$ cat config.mk
export PLATFORM = sky130hd
export DESIGN_NAME = gfx_line_draw
export DESIGN_NICKNAME = d
export VERILOG_FILES = /design/src/rtl/gfx_line_draw.sv
export SDC_FILE = /design/constraint.sdc
export NUM_CORES = 1
export LEC_CHECK = 0
export CAP_MARGIN = 20
export CELL_PAD_IN_SITES_DETAIL_PLACEMENT = 0
export CELL_PAD_IN_SITES_GLOBAL_PLACEMENT = 1
export CORE_MARGIN = 2
export CORE_UTILIZATION = 46
export CTS_BUF_LIST = sky130_fd_sc_hd__clkbuf_4 sky130_fd_sc_hd__clkbuf_8 sky130_fd_sc_hd__clkbuf_16
export DETAILED_ROUTE_END_ITERATION = 8
export GPL_ROUTABILITY_DRIVEN = 0
export PLACE_DENSITY = 0.9
export SYNTH_ARGS = -nofsm -noshare
export SYNTH_HDL_FRONTEND = slang
export SYNTH_SLANG_ARGS = --single-unit
$ cat constraint.sdc
create_clock -name clk -period 11.1 [get_ports clk]
set_input_delay 2.22 -clock clk [delete_from_list [all_inputs] [get_ports clk]]
set_output_delay 2.22 -clock clk [all_outputs]
set_load 0.02 [all_outputs]
$ cat src/rtl/gfx_line_draw.sv
`default_nettype none
// ============================================================================
// Module  : gfx_line_draw
// Brief   : Bresenham line rasteriser; one command in, a stream of framebuffer
//           pixel writes out on a valid/ready handshake (1 pixel/cycle).
// Rev     : 1.0
// ============================================================================
module gfx_line_draw #(
  parameter int FB_X_BITS  = 10,
  parameter int FB_Y_BITS  = 9,
  parameter int PIXEL_BITS = 12
) (
  input  logic                  clk,
  input  logic                  reset,
  input  logic                  cmd_valid,
  output logic                  cmd_ready,
  input  logic [FB_X_BITS-1:0]  cmd_x0,
  input  logic [FB_Y_BITS-1:0]  cmd_y0,
  input  logic [FB_X_BITS-1:0]  cmd_x1,
  input  logic [FB_Y_BITS-1:0]  cmd_y1,
  input  logic [PIXEL_BITS-1:0] cmd_color,
  output logic [FB_X_BITS-1:0]  gfx_x,
  output logic [FB_Y_BITS-1:0]  gfx_y,
  output logic [PIXEL_BITS-1:0] gfx_color,
  output logic                  gfx_valid,
  input  logic                  gfx_ready,
  output logic                  busy,
  output logic                  done
);

  localparam int c_w  = (FB_X_BITS > FB_Y_BITS) ? FB_X_BITS : FB_Y_BITS;
  localparam int c_dw = c_w + 2;
  localparam logic [FB_X_BITS-1:0] c_x_one = FB_X_BITS'(1);
  localparam logic [FB_Y_BITS-1:0] c_y_one = FB_Y_BITS'(1);

  typedef enum logic [1:0] {
    S_IDLE  = 2'd0,
    S_SETUP = 2'd1,
    S_DRAW  = 2'd2
  } state_t;

  state_t                  r_state;
  logic [FB_X_BITS-1:0]    r_x0, r_x1;
  logic [FB_Y_BITS-1:0]    r_y0, r_y1;
  logic [PIXEL_BITS-1:0]   r_color;
  logic signed [c_dw-1:0]  r_dx, r_dy, r_err;
  logic                    r_sx_neg, r_sy_neg;

  logic signed [c_dw-1:0]  w_x0_s, w_x1_s, w_y0_s, w_y1_s;
  logic signed [c_dw-1:0]  w_dx_raw, w_dy_raw, w_dx_abs, w_dy_negabs;
  logic signed [c_dw:0]    w_e2, w_dx_ext, w_dy_ext;
  logic signed [c_dw-1:0]  w_err_next;
  logic                    w_step_x, w_step_y, w_at_end, w_hs;

  // Coordinates are unsigned; zero-extend into the signed difference domain.
  assign w_x0_s = $signed({{(c_dw-FB_X_BITS){1'b0}}, r_x0});
  assign w_x1_s = $signed({{(c_dw-FB_X_BITS){1'b0}}, r_x1});
  assign w_y0_s = $signed({{(c_dw-FB_Y_BITS){1'b0}}, r_y0});
  assign w_y1_s = $signed({{(c_dw-FB_Y_BITS){1'b0}}, r_y1});

  assign w_dx_raw    = w_x1_s - w_x0_s;
  assign w_dy_raw    = w_y1_s - w_y0_s;
  assign w_dx_abs    = w_dx_raw[c_dw-1] ? -w_dx_raw : w_dx_raw;
  assign w_dy_negabs = w_dy_raw[c_dw-1] ? w_dy_raw : -w_dy_raw;

  assign w_e2     = $signed({r_err, 1'b0});
  assign w_dx_ext = $signed({r_dx[c_dw-1], r_dx});
  assign w_dy_ext = $signed({r_dy[c_dw-1], r_dy});
  assign w_step_x = (w_e2 >= w_dy_ext);
  assign w_step_y = (w_e2 <= w_dx_ext);
  assign w_err_next = r_err + (w_step_x ? r_dy : '0) + (w_step_y ? r_dx : '0);

  assign w_at_end = (gfx_x == r_x1) && (gfx_y == r_y1);
  assign w_hs     = gfx_valid && gfx_ready;

  assign cmd_ready = (r_state == S_IDLE);
  assign busy      = (r_state != S_IDLE);

  always_ff @(posedge clk) begin
    if (reset) begin
      r_state   <= S_IDLE;
      r_x0      <= '0;
      r_x1      <= '0;
      r_y0      <= '0;
      r_y1      <= '0;
      r_color   <= '0;
      r_dx      <= '0;
      r_dy      <= '0;
      r_err     <= '0;
      r_sx_neg  <= 1'b0;
      r_sy_neg  <= 1'b0;
      gfx_x     <= '0;
      gfx_y     <= '0;
      gfx_color <= '0;
      gfx_valid <= 1'b0;
      done      <= 1'b0;
    end else begin
      done <= 1'b0;
      case (r_state)
        S_IDLE: begin
          if (cmd_valid) begin
            r_x0    <= cmd_x0;
            r_y0    <= cmd_y0;
            r_x1    <= cmd_x1;
            r_y1    <= cmd_y1;
            r_color <= cmd_color;
            r_state <= S_SETUP;
          end
        end
        S_SETUP: begin
          r_dx      <= w_dx_abs;
          r_dy      <= w_dy_negabs;
          r_err     <= w_dx_abs + w_dy_negabs;
          r_sx_neg  <= !(r_x0 < r_x1);
          r_sy_neg  <= !(r_y0 < r_y1);
          gfx_x     <= r_x0;
          gfx_y     <= r_y0;
          gfx_color <= r_color;
          gfx_valid <= 1'b1;
          r_state   <= S_DRAW;
        end
        S_DRAW: begin
          if (w_hs) begin
            if (w_at_end) begin
              gfx_valid <= 1'b0;
              done      <= 1'b1;
              r_state   <= S_IDLE;
            end else begin
              // Both axis steps may fire together; err absorbs both increments.
              r_err <= w_err_next;
              if (w_step_x)
                gfx_x <= r_sx_neg ? gfx_x - c_x_one : gfx_x + c_x_one;
              if (w_step_y)
                gfx_y <= r_sy_neg ? gfx_y - c_y_one : gfx_y + c_y_one;
            end
          end
        end
        default: begin
          gfx_valid <= 1'b0;
          r_state   <= S_IDLE;
        end
      endcase
    end
  end

endmodule
`default_nettype wire

# Word-level counts from Yosys, hierarchy flattened
# Index checks and enable logic that the tools add are counted.
[totals]
register_bits = 123
[op_classes]
add_sub_neg = 11
order_cmp = 4
eq_ne = 10
n_mux = 25
bitwise_logic = 3
n_reduce_logical = 14
[op_table]
columns = ["op", "n"]
rows = [
  ["$mux W12", 6],
  ["$mux W10", 4],
  ["$add A12 B12 Y12", 3],
  ["$mux W9", 4],
  ["$pmux W12 S2", 1],
  ["$pmux W10 S2", 1],
  ["$pmux W9 S2", 1],
  ["$ge A13 B12 Y1", 1],
  ["$le A13 B12 Y1", 1],
  ["$ne A2 B2 Y1 const B", 6],
  ["$neg A10 Y12", 1],
  ["$neg A11 Y12", 1],
  ["$sub A10 B10 Y11", 1],
  ["$add A10 B1 Y10 const B", 1],
  ["$eq A10 B10 Y1", 1],
  ["$lt A10 B10 Y1", 1],
  ["$sub A10 B1 Y10 const B", 1],
  ["$sub A9 B9 Y10", 1],
  ["$add A9 B1 Y9 const B", 1],
  ["$eq A9 B9 Y1", 1],
  ["$lt A9 B9 Y1", 1],
  ["$reduce_and A3 Y1", 3],
  ["$sub A9 B1 Y9 const B", 1],
  ["$reduce_and A4 Y1", 2],
  ["13 further kinds", 22],
]

# Longest topological paths before layout
# Gate-level depths: netlist (run 1).
[depth]
depth_word = 7
depth_mapped = 22
depth_no_buf = 21

# Worst setup path after synthesis (run 1)
# No wires, ideal clock.
[synth_path]
path_kind = "register to register"
start = "register r_dx[6]"
end = "register r_err[11]"
setup_time_ns = 0.116
arrival_time_ns = 4.002
setup_slack_ns = 6.982
stages_incl_launch_ff = 23
path_buffers = 1
period_less_slack_ns = 4.118
path_cell_list = "dfxtp_1 inv_1 ha_1 a211o_1 o2111ai_1 nand3_1 nor4b_1 nor3_1 clkbuf_1 nand2b_1 fa_1 inv_1 ha_1 inv_1 fa_1 nor2b_1 o2111ai_1 a31oi_1 a21o_1 a21oi_1 xnor2_1 nand2_1 a41o_1"
[synth_via]
elab_chain_cells = 6
[synth_lines]
columns = ["element", "line_no", "rtl"]
rows = [
  ["start, declared", "46", "logic signed [c_dw-1:0] r_dx, r_dy, r_err;"],
  ["start signal, assigned", "111", "r_dx <= w_dx_abs;"],
  ["$le A13 B12 Y1", "70", "assign w_step_y = (w_e2 <= w_dx_ext);"],
  ["$mux W12 (*)", "71", "assign w_err_next = r_err + (w_step_x ? r_dy : '0) + (w_step_y ? r_dx : '0);"],
  ["$add A12 B12 Y12 (*)", "71", ""],
  ["$mux W12 (*)", "124", "if (w_at_end) begin"],
  ["$mux W12 (*)", "123", "if (w_hs) begin"],
  ["$pmux W12 S2 (*)", "99", "case (r_state)"],
  ["end signal, assigned", "113", "r_err <= w_dx_abs + w_dy_negabs;"],
  ["end signal, assigned", "130", "r_err <= w_err_next;"],
  ["end, declared", "46", ""],
]
# Every way passes the cells marked *; elsewhere a longest branch is shown, timed or not. The select of a mux whose other input is x is not followed.
# A chain may end at the register's enable or synchronous reset.

# Worst setup path after layout (run 1)
[layout_path]
start = "register r_dy[6]"
end = "register r_err[11]"
[layout_via]
elab_chain_cells = 7
[layout_lines]
columns = ["element", "line_no", "rtl"]
rows = [
  ["start, declared", "46", ""],
  ["start signal, assigned", "112", "r_dy <= w_dy_negabs;"],
  ["$ge A13 B12 Y1", "69", "assign w_step_x = (w_e2 >= w_dy_ext);"],
  ["$mux W12 (*)", "71", ""],
  ["$add A12 B12 Y12 (*) (2 in a row)", "71", ""],
  ["$mux W12 (*)", "124", ""],
  ["$mux W12 (*)", "123", ""],
  ["$pmux W12 S2 (*)", "99", ""],
]
# Marks and branches as above.

==> results.ini, run 1 <==
[sta]
finalHoldViolations=0
fin_skew_ns=0.006178
fin_crit_sh=0.4206
setup_viol=0
worst_pin_slew_ns=0.9284
fin_tns_setup_ns=0
period_minus_slack_ns=4.668
rsz0062_at_grt=no
fmax_ghz=0.2142
maxSlewHeadroom=0.3811
finalMaxSlewViolations=0

[route]
wirelength_um=22480
firstDrtPassIters=5
drc=0
num_vias=7681
drt-initial-drc-count=521
via_per_inst=5.506
wl_per_cell_um=16.12
ant_nets=0

[clock_network]
hold_buffers=0
cts_max_level=4
cts_resized=0
clock-sinks=123
clk_pin_slew_ns=0.06
clock_latency_ns=0.42
cts_buffers=17
cts-root-buf=clkbuf_16
clk_path_buf_depth=2
cts_tree=built
cts_setup_buffers=0

[setup_path]
ff2ff_setup_slack_ns=6.43
critPathRequiredTime_ns=11.41
rr_endpoint=r_err[11]
startpoint=r_dy[6]
reg2reg_from=r_dy[6]
cp.arrival_ns=4.98
rr_worst_depth=21
cp-end-kind=flop
cp-start-kind=flop
critPathMaxFanout=10
critPathKind=reg2reg

[synth]
synth-compound-area-share=0.2130
synth_top_family_by_area=compound AO/OA/AOI/OAI gates
synth-seq-cells=123
synth_edf_count=0
netlist_area_um2=8524
syn_nets=1237
avgSynthCellArea_um2=7.857
yosys.cell_types.count=77
postSynth.asyncResetShare=0
syn_inst=1085
yosysWarnings=0
synth_adder_area_share=0.1588
synthMuxAreaShare=0.004697
synth-seq-area-share=0.2889
synth_flop_cell=dfxtp_1
synthSimpleGateAreaFrac=0.2040
synth_xor_area_frac=0.07530

[floorplanning]
die_w_um=140.1
initial_core_util=0.4713
rows=49
core_area_um2=18090
io_pins=89
dieArea_um2=19640
die_height_um=140.1

[global_routing]
track_usage=0.2355
overflow=0
antenna_found_initial=0
grt_max_degree=64
grt_pass1_wl_um=37160
grt_pass1_vias=7350

[worst_hold_path]
worstHoldStart=r_color[0]
hold-path-cell-count=2
holdPathEnd=gfx_color[0]
min_path_type=reg2reg

[power]
finalPower_w=0.001977
pwr_density_cell_nw_per_um2=194.4
peakVddDrop_mv=0.1261
p_leak_nw=4.197

[outcome]
status=completed

[final_layout]
drive_gt1_frac=0.05746
antenna_cells=0
nets=1306
fillers=1675
syn2layout_area_growth_pct=19.27

[place]
dp_hpwl_um=16580
port_buffers=88

[run]
cap_viol_max_count=0

==> critical path: stages (launching register included) <==
cell       delay [ns]
dfxtp_1          0.33
inv_1            0.06
ha_1             0.31
a21oi_1          0.15
nor2_1           0.05
o31a_1           0.27
o21ai_1          0.16
a31oi_1          0.16
nor2_2           0.53
nor2_1           0.13
fa_1             0.53
ha_1             0.16
inv_1            0.06
fa_1             0.39
nor2b_1          0.16
o2111ai_1        0.16
a31oi_1          0.27
a21o_1           0.17
a21oi_1          0.07
xnor2_1          0.15
nand2_1          0.07
a41o_1           0.23
==> cell usage after synthesis (3+ instances only) <==
cell type	number	area (µm²)
nand2_1	172	645.6
dfxtp_1	123	2462
a21oi_1	118	590.6
nor2_1	109	409.1
ha_1	81	1013
inv_1	79	296.5
clkbuf_1	38	142.6
o21ai_0	35	175.2
xor2_1	35	306.5
xnor2_1	32	280.3
a211oi_1	28	210.2
nor3_1	26	130.1
nor2b_1	19	118.9
fa_1	17	340.3
o21a_1	12	90.09
a21o_1	10	75.07
nand2b_1	10	62.56
nand3_1	10	50.05
nand4_1	8	50.05
a31oi_1	7	43.79
or3_1	7	43.79
a311oi_1	6	52.55
and3_1	5	31.28
nor4_1	5	31.28
o31a_1	5	43.79
buf_1	4	15.01
mux2i_1	4	40.04
o211a_1	4	40.04
a21boi_1	3	22.52
a21oi_2	3	26.28
nand3b_1	3	22.52
nor3b_1	3	22.52
o2111ai_1	3	26.28
o211ai_1	3	22.52
o21ai_1	3	15.01
o21bai_1	3	22.52
o31ai_1	3	22.52
==> metal layers <==
| layer | GRT usage | part of all wire | vias to the layer above |
|---|---|---|---|
| met5 | 0 | 0 | - |
| met2 | 0.3822 | 0.46 | 176 |
| met1 | 0.3247 | 0.48 | 3610 |
| met4 | 0.06114 | 0.013 | 0 |
| met3 | 0.04376 | 0.045 | 22 |
| li1 | - | - | 3873 |
==> layout make-up <==
class	instances	area (µm²)	area share
Clock inverter	12	147.6	0.01452
Inverter	79	296.5	0.02917
Clock buffer	19	446.7	0.04393
Timing Repair Buffer	95	930.9	0.09156
Sequential cell	123	2462	0.2422
Multi-Input combinational cell	838	5597	0.5505
Tap cell	229	286.5	0.02818
==> report_power, final <==
part	switching [W]	total, W	internal [W]
sequential	0.0000362	0.000512	0.000476
clock	0.000206	0.000565	0.000358
combinational	0.000523	0.000900	0.000377
==> placed cells by master, fill, tap and decap left out, types with 5 or more instances in the layout <==
cell / synthesis / layout
a211oi_1: 28 / 28
fa_1: 17 / 17
nand2_1: 172 / 172
a21o_1: 10 / 10
or3_1: 7 / 7
xor2_1: 35 / 35
o21a_1: 12 / 12
nand3_1: 10 / 10
clkdlybuf4s50_1: 0 / 87
inv_1: 79 / 79
xnor2_1: 32 / 32
nor2b_1: 19 / 18
nor3_1: 26 / 26
o21ai_0: 35 / 35
nor4_1: 5 / 5
a21oi_1: 118 / 118
ha_1: 81 / 81
clkinv_2: 0 / 5
o31a_1: 5 / 5
a311oi_1: 6 / 6
clkbuf_16: 0 / 17
nand4_1: 8 / 8
dfxtp_1: 123 / 123
and3_1: 5 / 5
a31oi_1: 7 / 7
nand2b_1: 10 / 9
nor2_1: 109 / 109
buf_4: 1 / 8
==> flip-flops by register name, indices dropped and copies added (netlist names) <==
| register | cells |
|---|---|
| r_x1 | 10 |
| r_sx_neg | 1 |
| r_err | 12 |
| r_y0 | 9 |
| r_dx | 12 |
| r_y1 | 9 |
| r_state | 2 |
| done | 1 |
| r_color | 12 |
| r_dy | 12 |
| gfx_color | 12 |
| r_x0 | 10 |
| gfx_y | 9 |
| gfx_valid | 1 |
| gfx_x | 10 |
| r_sy_neg | 1 |
==> worst max path at each step <==
stage,depth (start not counted),end
after CTS,21,r_err[11]
after floorplan,22,r_err[11]
final,21,r_err[11]
after global routing,19,r_err[11]
after detailed placement,6,gfx_x[0]
after global placement,6,gfx_x[0]
==> kinds of logic after synthesis <==
logic type	after synthesis
AO/OA/AOI/OAI	275
XOR/XNOR	70
adder cells (fa/ha/maj)	98
buffers and inverters	124
flip-flops	123
multiplexers	4
AND/OR/NAND/NOR	391
==> stage by stage <==
step	hold slack, ns	utilization	worst slack [ns]	instances	area (µm²)
after floorplan	0.4319	-	6.982	1085	8524
after global placement	0.4385	0.5293	6.529	1364	9573
after detailed placement	0.4431	0.5293	6.493	1364	9573
after CTS	0.4488	0.5622	6.471	1395	10170
after global routing	0.4646	0.5622	6.098	1395	10170
final	0.4501	0.5622	6.432	1395	10170
No activity file was read; power rests on OpenSTA's default activity.
==> inputs of run 2 (changes only) <==
Settings changed: CORE_UTILIZATION 46 to 43, PLACE_DENSITY 0.9 to 0.85.
Clock period 11.1 ns to 4.7 ns, I/O delays scaled along.
==> results.ini, run 2 (synthesized netlist as in run 1, its figures left out) <==
[outcome]
status=completed  ; unchanged

[place]
port_buffers=88  ; unchanged
dp_hpwl_um=16870  ; was 16580 µm

[route]
wl_per_cell_um=15.92  ; was 16.12 µm
via_per_inst=5.264  ; was 5.506
firstDrtPassIters=5  ; unchanged
ant_nets=0  ; unchanged
wirelength_um=22870  ; was 22480 µm
drt-initial-drc-count=417  ; was 521
num_vias=7559  ; was 7681
drc=0  ; unchanged

[setup_path]
cp-end-kind=flop  ; unchanged
critPathMaxFanout=10  ; unchanged
critPathKind=reg2reg  ; unchanged
cp-start-kind=flop  ; unchanged
critPathRequiredTime_ns=5.03  ; was 11.41 ns
rr_endpoint=r_err[10]  ; was r_err[11]
rr_worst_depth=19  ; was 21
reg2reg_from=r_x1[0]  ; was r_dy[6]
ff2ff_setup_slack_ns=0.24  ; was 6.43 ns
cp.arrival_ns=4.79  ; was 4.98 ns

[final_layout]
nets=1310  ; was 1306
drive_gt1_frac=0.06661  ; was 0.05746
antenna_cells=0  ; unchanged
layout_commonest_cell=nand2_1  ; unchanged
syn2layout_area_growth_pct=20.93  ; was 19.27%
final_cell_mix=nand2_1 (172), dfxtp_1 (123), a21oi_1 (118), nor2_1 (109), clkdlybuf4s50_1 (87)  ; unchanged
fillers=1880  ; was 1675
postLayoutCoreUtil=0.5297  ; was 0.5622

[floorplanning]
io_pins=89  ; unchanged
core_area_um2=19460  ; was 18090 µm²
die_height_um=144.8  ; was 140.1 µm
initial_core_util=0.4380  ; was 0.4713
die_w_um=144.8  ; was 140.1 µm
dieArea_um2=20970  ; was 19640 µm²
rows=51  ; was 49

[global_routing]
grt_pass1_wl_um=37840  ; was 37160 µm
overflow=0  ; unchanged
grt_pass1_vias=7360  ; was 7350
grt_max_degree=88  ; was 64
track_usage=0.2299  ; was 0.2355
antenna_found_initial=0  ; unchanged

[worst_hold_path]
hold-path-cell-count=2  ; unchanged
holdPathEnd=gfx_color[1]  ; was gfx_color[0]
min_path_type=reg2reg  ; unchanged
worstHoldStart=r_color[1]  ; was r_color[0]

[sta]
setup_viol=0  ; unchanged
finalHoldViolations=0  ; unchanged
fin_crit_sh=0.9484  ; was 0.4206
finalMaxSlewViolations=0  ; unchanged
whs_ns=0.4490  ; was 0.4501 ns
maxSlewHeadroom=0.2575  ; was 0.3811
fmax_ghz=0.2243  ; was 0.2142 GHz
worst_pin_slew_ns=1.114  ; was 0.9284 ns
fin_skew_ns=0.01169  ; was 0.006178 ns
period_minus_slack_ns=4.457  ; was 4.668 ns
rsz0062_at_grt=yes  ; was no

[clock_network]
clk_pin_slew_ns=0.06  ; about the same
cts_resized=0  ; unchanged
cts-root-buf=clkbuf_16  ; unchanged
cts_buffers=17  ; unchanged
clock_latency_ns=0.42  ; about the same
cts_max_level=4  ; unchanged
cts_setup_buffers=0  ; unchanged
clock-sinks=123  ; unchanged
hold_buffers=0  ; unchanged
clk_path_buf_depth=2  ; unchanged
cts_tree=built  ; unchanged

[power]
pwr_density_cell_nw_per_um2=462.9  ; was 194.4 nW/µm²
p_leak_nw=4.238  ; was 4.197 nW
finalPower_w=0.004772  ; was 0.001977 W
peakVddDrop_mv=0.3114  ; was 0.1261 mV

[run]
cap_viol_max_count=0  ; unchanged

[run 2: changes by cell type in the layout (fill, tap and decap cells not counted), sizes merged]
cell | before | now
buf | 8 | 12
bufinv | 3 | 4
clkinvlp | 2 | 1
inv | 80 | 81
[run 2: worst max path at each step]
stage	startpoint	end	slack [ns]
6_report	r_x1[0]	r_err[10]	0.24
5_1_grt	r_dy[2]	r_err[11]	-0.03
4_1_cts	r_x1[0]	r_err[10]	0.1
3_5_place_dp	r_x1[0]	r_err[10]	0.15
3_3_place_gp	r_x1[0]	r_err[10]	0.23
2_1_floorplan	r_dx[6]	r_err[11]	0.58
[run 2: final cells by class]
| cell class | count | area [µm²] | area share |
|---|---|---|---|
| inverter | 79 | 296.5 | 0.02877 |
| multi-input combinational | 838 | 5620 | 0.5452 |
| tap | 265 | 331.6 | 0.03216 |
| timing repair buffer | 99 | 960.9 | 0.09322 |
| sequential | 123 | 2462 | 0.2389 |
| clock inverter | 13 | 190.2 | 0.01845 |
| clock buffer | 19 | 446.7 | 0.04333 |
[run 2: metrics by stage]
step                      setup WS [ns]  std cells  instance area [µm²]   TNS, ns
after floorplan                  0.5818       1085                 8524         0
after global placement           0.2287       1404                 9653         0
after detailed placement         0.1482       1404                 9653         0
after CTS                       0.09862       1436                10290         0
after global routing           -0.02860       1436                10310  -0.02860
final                            0.2426       1436                10310         0
[run 2: power by group]
| group | internal [W] | switching [W] |
|---|---|---|
| Clock | 0.000911 | 0.000505 |
| Combinational | 0.000924 | 0.00122 |
| Sequential | 0.00112 | 0.0000848 |
[run 2: critical path, stage by stage, from the launching register on]
cell and delay (ns):
dfxtp_1 0.33, inv_1 0.06, ha_1 0.21, inv_1 0.07, fa_2 0.38, a211oi_2 0.21
o21bai_2 0.13, a2111oi_4 0.40, o31ai_4 0.16, mux2i_2 0.23, fa_1 0.47, nor2b_1 0.18
o21ai_0 0.13, a21boi_1 0.22, o21ai_0 0.14, a211o_1 0.32, o21ai_1 0.17, xor2_1 0.24
a21oi_1 0.11, nor3_1 0.22
[run 2: routing by layer]
metal	track usage	part of all wire	vias up
met5	0	0	-
met4	0.07154	0.018	0
met3	0.03587	0.036	24
met2	0.3637	0.45	140
met1	0.3222	0.50	3517
li1	-	-	3878
==> inputs of run 3 (changes only) <==
Settings changed: ABC_AREA from default to 1, CORE_UTILIZATION 43 to 42, SLEW_MARGIN from default to 15.
==> results.ini, run 3 <==
[synth]
postSynth.asyncResetShare=0  ; unchanged
synthMuxAreaShare=0  ; was 0.004697
synth_top_family_by_area=simple AND/OR/NAND/NOR gates  ; was compound AO/OA/AOI/OAI gates
synthSimpleGateAreaFrac=0.2156  ; was 0.2040
synth_top_cells_by_count=nand2_1 (195), inv_1 (184), nor2_1 (153), o21ai_0 (145), a21oi_1 (127)  ; was nand2_1 (172), dfxtp_1 (123), a21oi_1 (118), nor2_1 (109), ha_1 (81)
netlist_area_um2=8770  ; was 8524 µm²
synth_edf_count=0  ; unchanged
yosys-top-cells-area=dfxtp_1 (28%), ha_1 (12%), nand2_1 (8.3%), o21ai_0 (8.3%), inv_1 (7.9%)  ; was dfxtp_1 (29%), ha_1 (12%), nand2_1 (7.6%), a21oi_1 (6.9%), nor2_1 (4.8%)
yosys.cell_types.count=51  ; was 77
syn_inst=1263  ; was 1085
synth.most_common_cell=nand2_1  ; unchanged
synth-seq-area-share=0.2808  ; was 0.2889
syn_nets=1415  ; was 1237
synth_xor_area_frac=0.05664  ; was 0.07530
synth-seq-cells=123  ; unchanged
yosysTopAreaCell=dfxtp_1  ; unchanged
avgSynthCellArea_um2=6.944  ; was 7.857 µm²
synth-compound-area-share=0.1913  ; was 0.2130
synth.top_cell.area_share=0.2808  ; was 0.2889
synth_flop_cell=dfxtp_1  ; unchanged
synth_adder_area_share=0.1544  ; was 0.1588
yosysWarnings=0  ; unchanged

[global_routing]
antenna_found_initial=0  ; unchanged
grt_pass1_wl_um=39480  ; was 37840 µm
grt_max_degree=76  ; was 88
grt_pass1_vias=7906  ; was 7360
overflow=0  ; unchanged
track_usage=0.2247  ; was 0.2299

[setup_path]
rr_endpoint=r_err[9]  ; was r_err[10]
cp-end-kind=flop  ; unchanged
ff2ff_setup_slack_ns=0.42  ; was 0.24 ns
crit_path_end=r_err[9]  ; was r_err[10]
crit_chain=inv_1 -> ha_1 -> inv_1 -> fa_1 -> nand3_1 -> nand2_1 -> nand2_1 -> o211ai_2 -> a21oi_1 -> o21a_1 -> inv_1 -> nor2_1 -> xor2_1 -> ha_1 -> a21oi_1 -> nand2_1 -> nand2_1 -> nand2_1 -> a21oi_1 -> o21ai_0 -> a21oi_1 -> or2_2 -> nand3_1 -> a21oi_1  ; was inv_1 -> ha_1 -> inv_1 -> fa_2 -> a211oi_2 -> o21bai_2 -> a2111oi_4 -> o31ai_4 -> mux2i_2 -> fa_1 -> nor2b_1 -> o21ai_0 -> a21boi_1 -> o21ai_0 -> a211o_1 -> o21ai_1 -> xor2_1 -> a21oi_1 -> nor3_1
cp-start-kind=flop  ; unchanged
slowest_delay_ns=0.39  ; was 0.47 ns
critPathMaxFanout=11  ; was 10
startpoint=r_x1[0]  ; unchanged
cp.arrival_ns=4.64  ; was 4.79 ns
critPathKind=reg2reg  ; unchanged
rr_worst_depth=24  ; was 19
reg2reg_from=r_x1[0]  ; unchanged
slowest_stage=fa_1  ; unchanged
critPathRequiredTime_ns=5.06  ; was 5.03 ns

[power]
peakVddDrop_mv=0.3595  ; was 0.3114 mV
p_leak_nw=4.951  ; was 4.238 nW
pwr_density_cell_nw_per_um2=467.3  ; was 462.9 nW/µm²

[clock_network]
clock_latency_ns=0.42  ; about the same
clk_path_buf_depth=2  ; unchanged
hold_buffers=0  ; unchanged
clk_pin_slew_ns=0.06  ; about the same
cts_tree=built  ; unchanged
cts_buffers=17  ; unchanged
clock-sinks=123  ; unchanged
cts_resized=0  ; unchanged
cts_setup_buffers=0  ; unchanged
cts-root-buf=clkbuf_16  ; unchanged
cts_max_level=4  ; unchanged

[floorplanning]
rows=52  ; was 51
die_w_um=148.5  ; was 144.8 µm
initial_core_util=0.4306  ; was 0.4380
die_height_um=148.5  ; was 144.8 µm
dieArea_um2=22050  ; was 20970 µm²
io_pins=89  ; unchanged
core_area_um2=20360  ; was 19460 µm²

[sta]
finalMaxSlewViolations=0  ; unchanged
setup_viol=0  ; unchanged
period_minus_slack_ns=4.279  ; was 4.457 ns
timing.final.ws_setup_ns=0.4210  ; was 0.2426 ns
fin_skew_ns=0.008320  ; was 0.01169 ns
fin_tns_setup_ns=0  ; unchanged
fmax_ghz=0.2337  ; was 0.2243 GHz
worst_pin_slew_ns=0.8163  ; was 1.114 ns
fin_crit_sh=0.9104  ; was 0.9484
finalHoldViolations=0  ; unchanged
rsz0062_at_grt=no  ; was yes
maxSlewHeadroom=0.4501  ; was 0.2575

[final_layout]
final_cell_mix=nand2_1 (194), inv_1 (183), nor2_1 (152), o21ai_0 (145), a21oi_1 (127)  ; was nand2_1 (172), dfxtp_1 (123), a21oi_1 (118), nor2_1 (109), clkdlybuf4s50_1 (87)
postLayoutCoreUtil=0.5131  ; was 0.5297
antenna_cells=0  ; unchanged
layout_commonest_cell=nand2_1  ; unchanged
fillers=2046  ; was 1880
nets=1488  ; was 1310
drive_gt1_frac=0.06301  ; was 0.06661
syn2layout_area_growth_pct=19.16  ; was 20.93%

[route]
drc=0  ; unchanged
wirelength_um=23960  ; was 22870 µm
firstDrtPassIters=5  ; unchanged
via_per_inst=5.074  ; was 5.264
wl_per_cell_um=14.80  ; was 15.92 µm
ant_nets=0  ; unchanged
num_vias=8214  ; was 7559
drt-initial-drc-count=490  ; was 417

[run]
cap_viol_max_count=0  ; unchanged

[place]
dp_hpwl_um=18130  ; was 16870 µm
port_buffers=88  ; unchanged
post-place-ws_ns=0.5080  ; was 0.1482 ns

[worst_hold_path]
min_path_type=reg2reg  ; unchanged

[outcome]
status=completed  ; unchanged

==> run 3: cell count changes in the layout (fill, tap and decap cells not counted), moves of 22 or more <==
cell      before  now
o21ai_0       34  145
inv_1         79  183
nor2_1       109  152
nand3_1       10   42
a211oi_1      28    1
nand2_1      172  194
==> run 3: where the power goes <==
part / switching (W) / leakage (nW) / total [W] / internal (W)
Sequential: 0.0000988 / 1.01 / 0.00124 / 0.00114
Combinational: 0.00148 / 3.67 / 0.00237 / 0.000893
Clock: 0.000532 / 0.267 / 0.00127 / 0.000734
==> run 3: through the flow <==
| stage | cells | cell area (µm²) | total power, W | hold WS, ns |
|---|---|---|---|---|
| floorplan | 1263 | 8770 | 0.003010 | 0.4453 |
| global placement | 1587 | 9884 | 0.003600 | 0.4559 |
| detailed placement | 1587 | 9884 | 0.003607 | 0.4613 |
| CTS | 1619 | 10450 | 0.004898 | 0.4701 |
| global route | 1619 | 10450 | 0.005293 | 0.4972 |
| finish | 1619 | 10450 | 0.004883 | 0.4712 |
==> run 3: cell type report <==
type	instances	area, µm²	share of cell area
well taps	270	337.8	0.03233
clock inverters	15	140.1	0.01341
clock buffers	17	425.4	0.04071
multi-input cells	910	5434	0.5200
inverters	187	701.9	0.06717
repair buffers	97	948.4	0.09076
flip-flops and latches	123	2462	0.2356
==> run 3: logic make-up after synthesis <==
family                   Yosys count
buffers and inverters            230
adder cells (fa/ha/maj)           98
XOR/XNOR                          55
AO/OA/AOI/OAI                    313
flip-flops                       123
AND/OR/NAND/NOR                  444
==> run 3: worst min-delay path by stage <==
stage	cells after the start	slack, ns	startpoint	to
6_report	2	0.47	r_dy[9]	r_dy[9]
5_1_grt	2	0.50	r_color[8]	r_color[8]
4_1_cts	2	0.47	r_dy[9]	r_dy[9]
3_5_place_dp	2	0.46	r_dy[9]	r_dy[9]
3_3_place_gp	2	0.46	r_dy[9]	r_dy[9]
2_1_floorplan	2	0.45	r_dy[9]	r_dy[9]
==> run 3: layer usage <==
metal / track usage / share of wire / vias up
li1: - / - / 4267
met1: 0.3093 / 0.49 / 3737
met2: 0.3664 / 0.45 / 185
met3: 0.04018 / 0.049 / 25
met4: 0.05524 / 0.012 / 0
met5: 0 / 0 / -
==> run 3: critical path: cells and delay by family, from the launching register on <==
kind / cells / cell delay (ns)
AOI/OAI and AO/OA: 8 / 1.47
adders and majority gates: 3 / 0.91
and+or+nand+nor: 9 / 0.91
DFF: 1 / 0.32
xor gates and xnor gates: 1 / 0.30
buffers and inverters: 3 / 0.26
